`config.mk`:
```
export PLATFORM = sky130hd
export DESIGN_NAME = iobuf_half_duplex_ctrl_flat
export DESIGN_NICKNAME = d
export VERILOG_FILES = /design/src/rtl/iobuf_half_duplex_ctrl_if.sv /design/src/rtl/iobuf_half_duplex_ctrl.sv /design/src/flat_wrapper.sv
export SDC_FILE = /design/constraint.sdc
export NUM_CORES = 1
export LEC_CHECK = 0
export ABC_AREA = 1
export BUFFER_PORTS_ARGS = -buffer_cell sky130_fd_sc_hd__buf_2
export CORE_ASPECT_RATIO = 0.9
export CORE_UTILIZATION = 40
export CTS_BUF_LIST = sky130_fd_sc_hd__clkbuf_16
export DETAILED_ROUTE_END_ITERATION = 10
export SLEW_MARGIN = 20
export SYNTH_ARGS = -nofsm -noshare
export SYNTH_HDL_FRONTEND = slang
export SYNTH_SLANG_ARGS = --single-unit
```
`constraint.sdc`:
```
create_clock -name C -period 2 [get_ports C]
set_clock_uncertainty 0.2 [all_clocks]
set_input_delay 0.1 -clock C [delete_from_list [all_inputs] [get_ports C]]
set_output_delay 0.1 -clock C [all_outputs]
set_load 0.005 [all_outputs]
```
`src/rtl/iobuf_half_duplex_ctrl_if.sv`:
```
// Fabric-side request/response and pad-side I/T/O signals of the half-duplex pad sequencer.
// Handshake: WR_REQ/RD_REQ are accepted on a rising clock edge only while BUSY is low; a request seen while BUSY is high is dropped, never held.
interface iobuf_half_duplex_ctrl_if #(
    parameter int WIDTH = 8
);
    logic             WR_REQ;
    logic [WIDTH-1:0] WR_DATA;
    logic             RD_REQ;
    logic             BUSY;
    logic [WIDTH-1:0] RD_DATA;
    logic             RD_VALID;
    logic [WIDTH-1:0] PAD_I;
    logic             PAD_T;
    logic [WIDTH-1:0] PAD_O;

    modport master (
        output WR_REQ, WR_DATA, RD_REQ, PAD_O,
        input  BUSY, RD_DATA, RD_VALID, PAD_I, PAD_T
    );

    modport slave (
        input  WR_REQ, WR_DATA, RD_REQ, PAD_O,
        output BUSY, RD_DATA, RD_VALID, PAD_I, PAD_T
    );
endinterface

```
`src/rtl/iobuf_half_duplex_ctrl.sv`:
```
// Half-duplex pad sequencer: every bus direction change passes through a released turnaround window.
// Optional macro IOBUF_HALF_DUPLEX_GTS_EN ORs glbl.GTS into PAD_T combinationally.
module iobuf_half_duplex_ctrl #(
    parameter int WIDTH      = 8,
    parameter int TURN_CYC   = 2,
    parameter int SAMPLE_DLY = 1
) (
    input  logic                     C,
    input  logic                     R,
    iobuf_half_duplex_ctrl_if.slave  bus,
    output logic [2:0]               dbg_state
);
    typedef enum logic [2:0] {
        IDLE_Z = 3'd0,
        TURN_D = 3'd1,
        IDLE_D = 3'd2,
        TURN_Z = 3'd3,
        SAMPLE = 3'd4
    } state_t;

    localparam logic [3:0] TURN_LAST   = 4'(TURN_CYC - 1);
    localparam logic [3:0] SAMPLE_LAST = 4'(SAMPLE_DLY - 1);

    state_t           state_q, state_n;
    logic [3:0]       cnt_q, cnt_n;
    logic [WIDTH-1:0] wdata_q, wdata_n;
    logic [WIDTH-1:0] pad_i_q, pad_i_n;
    logic             pad_t_q, pad_t_n;
    logic             busy_q, busy_n;
    logic [WIDTH-1:0] rd_data_q, rd_data_n;
    logic             rd_valid_q, rd_valid_n;

    always_ff @(posedge C) begin
        if (R) begin
            state_q    <= IDLE_Z;
            cnt_q      <= '0;
            wdata_q    <= '0;
            pad_i_q    <= '0;
            pad_t_q    <= 1'b1;
            busy_q     <= 1'b0;
            rd_data_q  <= '0;
            rd_valid_q <= 1'b0;
        end else begin
            state_q    <= state_n;
            cnt_q      <= cnt_n;
            wdata_q    <= wdata_n;
            pad_i_q    <= pad_i_n;
            pad_t_q    <= pad_t_n;
            busy_q     <= busy_n;
            rd_data_q  <= rd_data_n;
            rd_valid_q <= rd_valid_n;
        end
    end

    always_comb begin
        state_n    = state_q;
        cnt_n      = cnt_q;
        wdata_n    = wdata_q;
        pad_i_n    = pad_i_q;
        rd_data_n  = rd_data_q;
        rd_valid_n = 1'b0;
        case (state_q)
            IDLE_Z: begin
                if (bus.WR_REQ) begin
                    wdata_n = bus.WR_DATA;
                    cnt_n   = '0;
                    state_n = TURN_D;
                end else if (bus.RD_REQ) begin
                    cnt_n   = '0;
                    state_n = SAMPLE;
                end
            end
            TURN_D: begin
                if (cnt_q == TURN_LAST) begin
                    cnt_n   = '0;
                    pad_i_n = wdata_q;
                    state_n = IDLE_D;
                end else begin
                    cnt_n = cnt_q + 4'd1;
                end
            end
            IDLE_D: begin
                // Already driving: back-to-back writes update the pad with no turnaround.
                if (bus.WR_REQ) begin
                    wdata_n = bus.WR_DATA;
                    pad_i_n = bus.WR_DATA;
                end else if (bus.RD_REQ) begin
                    cnt_n   = '0;
                    state_n = TURN_Z;
                end
            end
            TURN_Z: begin
                if (cnt_q == TURN_LAST) begin
                    cnt_n   = '0;
                    state_n = SAMPLE;
                end else begin
                    cnt_n = cnt_q + 4'd1;
                end
            end
            SAMPLE: begin
                if (cnt_q == SAMPLE_LAST) begin
                    cnt_n      = '0;
                    rd_data_n  = bus.PAD_O;
                    rd_valid_n = 1'b1;
                    state_n    = IDLE_Z;
                end else begin
                    cnt_n = cnt_q + 4'd1;
                end
            end
            default: begin
                cnt_n   = '0;
                state_n = IDLE_Z;
            end
        endcase
        // BUSY and PAD_T are registered copies of what the next state implies.
        busy_n  = (state_n == TURN_D) || (state_n == TURN_Z) || (state_n == SAMPLE);
        pad_t_n = (state_n != IDLE_D);
    end

    assign bus.BUSY     = busy_q;
    assign bus.RD_DATA  = rd_data_q;
    assign bus.RD_VALID = rd_valid_q;
    assign bus.PAD_I    = pad_i_q;
    assign dbg_state    = state_q;

`ifdef IOBUF_HALF_DUPLEX_GTS_EN
    assign bus.PAD_T = pad_t_q | glbl.GTS;
`else
    assign bus.PAD_T = pad_t_q;
`endif

endmodule
```
`src/flat_wrapper.sv`:
```
// flat-port wrapper written by rule: the top's interface ports become plain ports
module iobuf_half_duplex_ctrl_flat 
#(
    parameter int WIDTH      = 8,
    parameter int TURN_CYC   = 2,
    parameter int SAMPLE_DLY = 1
)
  (C, R, dbg_state, bus_WR_REQ, bus_WR_DATA, bus_RD_REQ, bus_PAD_O, bus_BUSY, bus_RD_DATA, bus_RD_VALID, bus_PAD_I, bus_PAD_T);
  iobuf_half_duplex_ctrl_if #(.WIDTH(WIDTH)) bus_i ();
  input  logic C;
  input  logic R;
  output logic [2:0] dbg_state;
  input wire logic [$bits(bus_i.WR_REQ)-1:0] bus_WR_REQ;
  input wire logic [$bits(bus_i.WR_DATA)-1:0] bus_WR_DATA;
  input wire logic [$bits(bus_i.RD_REQ)-1:0] bus_RD_REQ;
  input wire logic [$bits(bus_i.PAD_O)-1:0] bus_PAD_O;
  output wire logic [$bits(bus_i.BUSY)-1:0] bus_BUSY;
  output wire logic [$bits(bus_i.RD_DATA)-1:0] bus_RD_DATA;
  output wire logic [$bits(bus_i.RD_VALID)-1:0] bus_RD_VALID;
  output wire logic [$bits(bus_i.PAD_I)-1:0] bus_PAD_I;
  output wire logic [$bits(bus_i.PAD_T)-1:0] bus_PAD_T;
  assign bus_i.WR_REQ = bus_WR_REQ;
  assign bus_i.WR_DATA = bus_WR_DATA;
  assign bus_i.RD_REQ = bus_RD_REQ;
  assign bus_i.PAD_O = bus_PAD_O;
  assign bus_BUSY = bus_i.BUSY;
  assign bus_RD_DATA = bus_i.RD_DATA;
  assign bus_RD_VALID = bus_i.RD_VALID;
  assign bus_PAD_I = bus_i.PAD_I;
  assign bus_PAD_T = bus_i.PAD_T;
  iobuf_half_duplex_ctrl #(.WIDTH(WIDTH), .TURN_CYC(TURN_CYC), .SAMPLE_DLY(SAMPLE_DLY)) u_core (.C(C), .R(R), .bus(bus_i), .dbg_state(dbg_state));
endmodule
```
Word-level counts from Yosys, hierarchy flattened

Index checks and enable logic that the tools add are counted.

Bits in registers: 34
Logic and storage cells: 51

Add/sub/neg operators: 1
Eq/ne operators: 12
Mux-type cells: 18
Bitwise logic cells: 1
Reduce and logical (&&, ||, !) cells: 11

Operators with widths:

| kind                                                   | number |
|---|---|
| 2-to-1 mux 3 bit                                       | 7 |
| 2-to-1 mux 4 bit                                       | 5 |
| 2-to-1 mux 8 bit                                       | 2 |
| one-hot mux 4 bit (4 select lines)                     | 1 |
| one-hot mux 8 bit (2 select lines)                     | 1 |
| one-hot mux 3 bit (5 select lines)                     | 1 |
| == test 3 x 2 -> 1 bit (second input constant)         | 3 |
| == test 3 x 1 -> 1 bit (second input constant)         | 2 |
| == test 3 bit (second input constant)                  | 2 |
| OR reduction 2 bit                                     | 3 |
| adder 4 x 1 -> 4 bit (second input constant)           | 1 |
| == test 4 x 1 -> 1 bit (second input constant)         | 1 |
| zero test 4 bit                                        | 1 |
| inequality test 2 bit (second input constant)          | 2 |
| AND reduction 2 bit                                    | 2 |
| zero test 3 bit                                        | 1 |
| inequality test 3 x 2 -> 1 bit (second input constant) | 1 |
| AND reduction 3 bit                                    | 1 |
| logical OR 1 bit                                       | 2 |
| inequality test 2 x 1 -> 1 bit (second input constant) | 1 |
| nonzero test 2 bit                                     | 1 |
| 2-to-1 mux 1 bit                                       | 1 |
| inverter 1 bit                                         | 1 |

Logic depth before layout (Yosys ltp)

Gate-level depths: netlist of run 1.

Word-level depth: 6
Gate-level depth with buffers: 9
Gate-level depth less buffers: 9

Least setup slack after synthesis of run 1

No wires, ideal clock.

Path type: flip-flop to flip-flop
From: register u_core.cnt_q[0]
To: register u_core.rd_data_q[0], in the netlist u_core.bus.RD_DATA[0]
Library setup time: 116 ps
Data arrival time: 1120 ps
Data required time: 1684 ps
Slack: 565 ps
Cell stages (with the launch flop): 8
Buffers on the path: 0
Period minus slack after synthesis: 1435 ps
Cells stage by stage: dfxtp_1 > inv_1 > ha_1 > nand3_1 > nor3_4 > inv_2 > nor2_1 > nor2_1

Cells in the longest elaborated chain, start to end: 2

Ends and longest elaborated chain:

| item                                 | RTL line                      | RTL |
|---|---|---|
| start, declared                      | iobuf_half_duplex_ctrl.sv:25  | `logic [3:0] cnt_q, cnt_n;` |
| start signal, assigned               | iobuf_half_duplex_ctrl.sv:45  | `cnt_q <= cnt_n;` |
| zero test 4 bit                      | iobuf_half_duplex_ctrl.sv:101 | `if (cnt_q == SAMPLE_LAST) begin` |
| AND reduction 2 bit (no source line) | n/a                           |  |
| end signal, assigned                 | iobuf_half_duplex_ctrl.sv:50  | `rd_data_q <= rd_data_n;` |
| end, declared                        | iobuf_half_duplex_ctrl.sv:30  | `logic [WIDTH-1:0] rd_data_q, rd_data_n;` |

No other way between the ends.
A chain may end at the register's enable or synchronous reset.

Worst setup path after layout of run 1

From: register u_core.cnt_q[0]
To: register u_core.rd_data_q[3], in the netlist u_core.bus.RD_DATA[3]

The elaborated chain is that of the path after synthesis.

==> reports/qor_table.md, run 1 <==
| Step | Parameter | This run |
| --- | --- | --- |
| synth | Total of flip-flops plus latches after synthesis | 34 |
| cts | Clock Tree Buf Depth | 2 |
| power and ir drop | Power Dens Cells | 840 mW/mm^2 |
| sta | Maximum clock frequency | 620 MHz |
| route | Antenna Violating Nets Remaining | 0 |
| synth | Post-synth top area share | 0.451 |
| hold path | HP Start | bus_RD_REQ |
| global routing | Maximum number of pins on one net before global-route repair | 14 |
| synth | Yosys synthesis warning count | 0 |
| synth | Post-synthesis cell type count | 21 |
| power and ir drop | Total Power Consumption | 1.73 mW |
| floorplanning | Total die area | 0.00402 mm^2 |
| synth | Synthesized netlist net count | 239 |
| cts | Clk root buf | clkbuf_16 |
| setup path | Endpoint required time on the critical path | 1.97 ns |
| global routing | Vias in the first global route | 1352 |
| sta | Setup repair after global routing missed its margin | false |
| route | Detailed-route via count | 1493 |
| setup path | Launching element of the worst setup path | u_core.cnt_q[0]$_SDFFE_PP0P_ |
| floorplanning | Floorplan Core Area | 0.00348 mm^2 |
| hold path | Hold WC Path Type | in2reg |
| synth | Number of instances in the synthesized netlist | 216 |
| synth | Part of the Yosys area used for sequential elements | 0.451 |
| cts | CTS clock-pin slew for the worst setup and hold paths | 0.05 ns |
| final layout | Final cell count without fillers | 323 |
| final layout | Number of nets in the layout | 301 |
| floorplanning | I/O pin cnt | 42 |
| global routing | First-pass GRT wire length | 5.85 mm |
| sta | Slew at the pin with the worst max-slew slack | 0.324 ns |
| placement | Last weighted congestion value of the routability-driven placer | 0.812 |
| synth | Prevailing post-synth register cell | dfxtp_1 |
| sta | Min Tclk post-route | 1.61 ns |
| placement | Number of port buffers | 41 |
| setup path | Max Fanout on Critical Path | 9 |
| global routing | Antenna violations before repair | 0 |
| placement | Final HPWL DP | 2.35 mm |
| floorplanning | Std cell rows | 20 |
| final layout | Total inserted antenna cells | 0 |
| cts | CTS tree | done |
| final layout | Layout overhead on the synthesized area | 36.8% |
| cts | Later-pin clock latency in the skew report | 0.28 ns |
| setup path | Sort of element at the start of the critical path | flop |
| sta | Count of final max-slew check failures | 0 |
| global routing | Grt total ovfl | 0 |
| route | DRC Markers | 0 |
| sta | Hold violation total from the final report | 0 |
| synth | Mapped cell area | 0.00151 mm^2 |
| sta | Final total negative setup slack | 0 ns |
| cts | Number of H-tree branching levels | 2 |
| power and ir drop | Static leakage power | 1.07 nW |
| power and ir drop | Max IR drop VDD | 0.559 mV |
| cts | CTS sink count | 34 |
| route | Routed wire length | 3.49 mm |
| route | Via density per instance | 4.62 |
| final layout | Proportion of layout cells with a drive suffix above 1 | 0.222 |
| cts | Clock buffer count from CTS | 5 |
| synth | Cell type with the highest aggregate area in the netlist | dfxtp_1 |
| status | Run status | finished clean |
| synth | Synthesized area per cell | 6.98 um^2 |
| sta | Endpoints failing setup | 0 |
| run | Max capacitance violation total | 0 |
| setup path | Critical path type | reg2reg |
| synth | Synth async-reset ratio | 0 |
| sta | Share of the clock period used by the worst path | 0.806 |
| floorplanning | Die X | 66.7 um |
| global routing | GRT Resource Usage Total | 0.201 |
| setup path | Crit Reg-Reg Startpoint | u_core.cnt_q[0]$_SDFFE_PP0P_ |
| route | First-pass iteration count of the detailed router | 4 |
| setup path | Arrival time worst endpoint | 1.58 ns |
| synth | EDFF count, synth | 0 |
| cts | Post-cts repair resize count | 0 |
| synth | Most area-consuming cells after synthesis | dfxtp_1, nand2_1, nor2_1 |
| sta | Hold slack | 0.0351 ns |
| sta | Remaining max-slew budget at the tightest pin | 0.784 |
| route | Detail-routed net length per standard cell | 10.8 um |
| floorplanning | Initial standard-cell utilization of the core | 0.433 |
| floorplanning | Die span in y | 60.2 um |
| setup path | Crit end category | flop |
| route | Starting DRT DRC Count | 66 |
| placement | Placed Cells | 298 |
==> cells by family (layout without fill, tap and decap cells) <==
logic type               after synthesis  in the layout  share of synthesized area
AO/OA/AOI/OAI                         37             37                      0.124
adder cells (fa/ha/maj)                3              3                     0.0249
AND/OR/NAND/NOR                      113            113                      0.317
buffers and inverters                 28             91                     0.0763
flip-flops                            34             34                      0.451
XOR/XNOR                               1              1                    0.00581
==> metrics by stage <==
stage          area [um^2]  worst slack [ns]  utilization
5_1_grt               2060             0.207        0.593
3_5_place_dp          1750             0.382        0.504
4_1_cts               2060             0.375        0.593
2_1_floorplan         1510             0.565            -
6_report              2060             0.388        0.593
3_3_place_gp          1750             0.429        0.504
==> registers in the layout, indices dropped and copies added, names as in the netlist <==
signal / cells
u_core.bus.RD_DATA: 8
u_core.bus.PAD_I: 8
u_core.bus.RD_VALID: 1
u_core.cnt_q: 4
u_core.bus.BUSY: 1
u_core.wdata_q: 8
u_core.dbg_state: 3
u_core.bus.PAD_T: 1
==> worst max-delay path, cell delays in order (launching register included) <==
cell and delay, ns:
dfxtp_1 0.34, inv_1 0.09, ha_1 0.14, nand3_1 0.13, nor3_4 0.29, inv_2 0.15, nor2_1 0.11, nor2_1 0.05
==> synthesized netlist by cell type, types with 2 or more instances <==
cell type	count
a21oi_1	12
buf_2	2
clkbuf_1	2
dfxtp_1	34
ha_1	3
inv_1	17
inv_2	6
nand2_1	52
nand2_2	3
nand3_1	7
nor2_1	46
o21ai_0	21
o21ai_1	3
==> area by class of cell <==
class / count / area, um^2
inverter: 23 / 86.3
tap: 44 / 55.1
multi-input combinational: 154 / 712
fill: 333 / 1420
clock buffer: 5 / 125
clock inverter: 3 / 12.5
sequential: 34 / 681
timing repair buffer: 60 / 390
==> power by group <==
group / internal, mW / total (mW) / switching, mW
logic: 0.115 / 0.264 / 0.149
registers: 0.726 / 0.753 / 0.0266
clock network: 0.449 / 0.715 / 0.266
total: 1.29 / 1.73 / 0.442
==> path summary, 6_finish.rpt <==
| kind | end | slack, ns | cells after the start |
|---|---|---|---|
| max reg2reg | u_core.bus.RD_DATA[3]$_SDFFE_PP0P_ | 0.39 | 7 |
| min reg2reg | u_core.wdata_q[5]$_SDFFE_PP0P_ | 0.25 | 2 |
| min | u_core.cnt_q[3]$_SDFFE_PP0P_ | 0.04 | 6 |
| max | u_core.bus.RD_DATA[3]$_SDFFE_PP0P_ | 0.39 | 7 |
==> cells in the final DEF, fill, tap and decap left out <==
cell,synthesis,final
dfxtp_1,34,34
inv_1,17,18
nor2_1,46,46
nand3_1,7,7
a21oi_1,12,12
nand2_4,1,1
nor3_1,1,1
clkinv_1,0,1
o21ai_0,21,21
clkbuf_16,0,5
o211ai_1,1,1
nand2_1,52,52
clkinv_2,0,1
xor2_1,1,1
buf_4,0,2
nand2_2,3,3
nor3_4,1,1
nand3_4,1,1
ha_1,3,3
dlygate4sd3_1,0,17
inv_2,6,6
buf_2,2,41
nor2_2,1,1
o21ai_1,3,3
==> layer usage <==
layer,routed length (um),vias up,GRT usage
met2,1550,33,0.312
met3,137,6,0.0744
met4,48,0,0.0638
met5,0,-,0
met1,1760,654,0.259
li1,-,800,-
==> repair_timing <==
| action | CTS | global route |
|---|---|---|
| hold buffers | 17 | 0 |
| buffers inserted | 0 | 0 |
| endpoints found under the hold margin | 27 | 0 |
(Power assumes the default switching activity.)
==> inputs of run 2 (changes only) <==
PLACE_DENSITY = 0.66   (was default)
clock period = 1.3 ns   (was 2 ns; I/O delays follow)
==> reports/qor_table.md, run 2 (synthesis gave the netlist of run 1 again) <==
| Step | Parameter | This run | Change |
| --- | --- | --- | --- |
| global routing | Antenna violations before repair | 0 | unchanged |
| global routing | Grt total ovfl | 0 | unchanged |
| route | Antenna Violating Nets Remaining | 0 | unchanged |
| final layout | Layout overhead on the synthesized area | 59.8% | was 36.8% |
| power and ir drop | Power Dens Cells | 1260 mW/mm^2 | was 840 mW/mm^2 |
| sta | Slew at the pin with the worst max-slew slack | 0.748 ns | was 0.324 ns |
| final layout | Filler Cells Inserted | 293 | was 333 |
| route | First-pass iteration count of the detailed router | 4 | unchanged |
| placement | Final HPWL DP | 2.60 mm | was 2.35 mm |
| sta | Min Tclk post-route | 1.43 ns | was 1.61 ns |
| sta | Final setup margin | -0.131 ns | was 0.388 ns |
| sta | Hold violation total from the final report | 0 | unchanged |
| route | Detailed-route via count | 1573 | was 1493 |
| cts | Later-pin clock latency in the skew report | 0.28 ns | about the same |
| sta | Endpoints failing setup | 25 | was 0 |
| placement | Placed Cells | 312 | was 298 |
| hold path | Hold Path Depth | 6 | unchanged |
| placement | Last weighted congestion value of the routability-driven placer | 0.907 | was 0.812 |
| final layout | Sequential cell area | 693 um^2 | was 681 um^2 |
| setup path | Critical path type | reg2reg | unchanged |
| cts | Clk root buf | clkbuf_16 | unchanged |
| route | DRC Markers | 0 | unchanged |
| hold path | Worst hold path endpoint | u_core.cnt_q[3]$_SDFFE_PP0P_ | unchanged |
| global routing | First-pass GRT wire length | 6.60 mm | was 5.85 mm |
| route | Detail-routed net length per standard cell | 11.9 um | was 10.8 um |
| sta | Maximum clock frequency | 699 MHz | was 620 MHz |
| cts | CTS clock-pin slew for the worst setup and hold paths | 0.05 ns | about the same |
| floorplanning | Std cell rows | 20 | unchanged |
| sta | Remaining max-slew budget at the tightest pin | 0.501 | was 0.784 |
| final layout | Leading cell types in the layout, fill and taps excluded | nand2_1, buf_2, nor2_1 | was nand2_1, nor2_1, buf_2 |
| sta | Share of the clock period used by the worst path | 1.10 | was 0.806 |
| floorplanning | I/O pin cnt | 42 | unchanged |
| global routing | Vias in the first global route | 1454 | was 1352 |
| final layout | Utilization after layout | 0.693 | was 0.593 |
| run | Max capacitance violation total | 0 | unchanged |
| floorplanning | Die span in y | 60.2 um | unchanged |
| global routing | GRT Resource Usage Total | 0.227 | was 0.201 |
| final layout | Number of nets in the layout | 316 | was 301 |
| cts | Number of H-tree branching levels | 2 | unchanged |
| status | Failing checks | negative setup slack |  |
| placement | Number of port buffers | 41 | unchanged |
| final layout | Final cell count without fillers | 338 | was 323 |
| cts | CTS sink count | 34 | unchanged |
| setup path | Sort of element at the start of the critical path | flop | unchanged |
| final layout | Total inserted antenna cells | 0 | unchanged |
| hold path | Hold WC Path Type | in2reg | unchanged |
| setup path | Arrival time worst endpoint | 1.40 ns | was 1.58 ns |
| setup path | Worst Reg-to-Reg Cells | 7 | unchanged |
| hold path | HP Start | bus_RD_REQ | unchanged |
| final layout | Proportion of layout cells with a drive suffix above 1 | 0.371 | was 0.222 |
| cts | Clock buffer count from CTS | 5 | unchanged |
| cts | Count of buffers added by post-CTS timing repair for setup | 0 | unchanged |
| global routing | Maximum number of pins on one net before global-route repair | 25 | was 14 |
| setup path | Reg-to-reg endpoint | u_core.bus.RD_DATA[1]$_SDFFE_PP0P_ | was u_core.bus.RD_DATA[3]$_SDFFE_PP0P_ |
| setup path | Crit Reg-Reg Startpoint | u_core.cnt_q[0]$_SDFFE_PP0P_ | unchanged |
| placement | Place WS | -0.217 ns | was 0.382 ns |
| final layout | Multi-input logic area | 892 um^2 | was 712 um^2 |
| route | Routed wire length | 4.02 mm | was 3.49 mm |
| setup path | Max Fanout on Critical Path | 9 | unchanged |
| floorplanning | Initial standard-cell utilization of the core | 0.433 | unchanged |
| sta | Setup repair after global routing missed its margin | true | was false |
| route | Via density per instance | 4.65 | was 4.62 |
| power and ir drop | Max IR drop VDD | 0.889 mV | was 0.559 mV |
| power and ir drop | Static leakage power | 1.20 nW | was 1.07 nW |
| floorplanning | Floorplan Core Area | 0.00348 mm^2 | unchanged |
| cts | Clock Tree Buf Depth | 2 | unchanged |
| floorplanning | Total die area | 0.00402 mm^2 | unchanged |
| setup path | R2R Setup Slk | -0.13 ns | was 0.39 ns |
| sta | Count of final max-slew check failures | 0 | unchanged |
| route | Starting DRT DRC Count | 61 | was 66 |
| cts | CTS tree | done | unchanged |
| setup path | Crit end category | flop | unchanged |
| floorplanning | Die X | 66.7 um | unchanged |
| setup path | Endpoint required time on the critical path | 1.27 ns | was 1.97 ns |
| final layout | Most common cell after layout, fill and taps aside | nand2_1 | unchanged |
| status | Run status | finished with violations | was finished clean |
run 2: cell types whose count changed in the layout (fill, tap and decap cells not counted), sizes merged:
cell / change
nand2: +1
clkinv: -2
buf: +14
inv: +1
bufinv: +1
run 2: how the worst max path moves through the flow:
stage / startpoint / end / slack [ns] / cells past startpoint
2_1_floorplan: u_core.cnt_q[1]$_SDFFE_PP0P_ / u_core.bus.RD_DATA[0]$_SDFFE_PP0P_ / -0.11 / 7
3_3_place_gp: u_core.cnt_q[1]$_SDFFE_PP0P_ / u_core.bus.PAD_I[0]$_SDFFE_PP0P_ / -0.21 / 9
3_5_place_dp: u_core.cnt_q[1]$_SDFFE_PP0P_ / u_core.bus.PAD_I[0]$_SDFFE_PP0P_ / -0.22 / 9
4_1_cts: u_core.cnt_q[0]$_SDFFE_PP0P_ / u_core.bus.RD_DATA[1]$_SDFFE_PP0P_ / -0.14 / 7
5_1_grt: u_core.cnt_q[1]$_SDFFE_PP0P_ / u_core.bus.PAD_I[3]$_SDFFE_PP0P_ / -0.24 / 8
6_report: u_core.cnt_q[0]$_SDFFE_PP0P_ / u_core.bus.RD_DATA[1]$_SDFFE_PP0P_ / -0.13 / 7
run 2: per-layer routing:
metal | wire, um | global-route usage | vias up
met5 | 0 | 0 | -
met4 | 64 | 0.0973 | 0
met3 | 218 | 0.0553 | 7
met2 | 1800 | 0.339 | 39
met1 | 1940 | 0.310 | 692
li1 | - | - | 835
run 2: area by class of cell:
cell class                 count  area share
multi-input combinational    155       0.370
inverter                      23      0.0431
clock buffer                   5      0.0519
timing repair buffer          74       0.209
clock inverter                 3      0.0156
sequential                    34       0.288
tap                           44      0.0228
run 2: timing repair:
action / in CTS / in global routing
endpoints found under the hold margin: 27 / 0
gates resized for setup: 45 / 14
endpoints found under the setup margin: 32 / 32
hold buffers: 17 / 0
cloned: 1 / 0
pin swaps: 13 / 0
run 2: per-stage QoR:
stage | power, mW | TNS, ns | hold slack (ns) | instance area [um^2]
after floorplan | 1.43 | -1.41 | -0.0192 | 1540
after global placement | 1.61 | -3.48 | 0.0709 | 1890
after detailed placement | 1.61 | -3.88 | 0.0779 | 1890
after CTS | 3.03 | -2.42 | 0.0119 | 2360
after global routing | 3.18 | -4.72 | 0.0652 | 2410
final | 3.04 | -2.28 | 0.0116 | 2410
run 2: worst max-delay path, cell delays in order (launching register included):
cell     delay [ns]
dfxtp_4        0.36
inv_4          0.06
ha_4           0.13
nand3_4        0.07
nor3_4         0.20
inv_2          0.13
nor2_1         0.12
nor2_1         0.05
run 2: power breakdown:
part	leakage, nW	total, mW	internal (mW)	switching, mW
Clock	0.0864	1.30	0.889	0.416
Sequential	0.280	1.17	1.12	0.0500
Combinational	0.834	0.571	0.265	0.306
Total	1.20	3.04	2.27	0.772
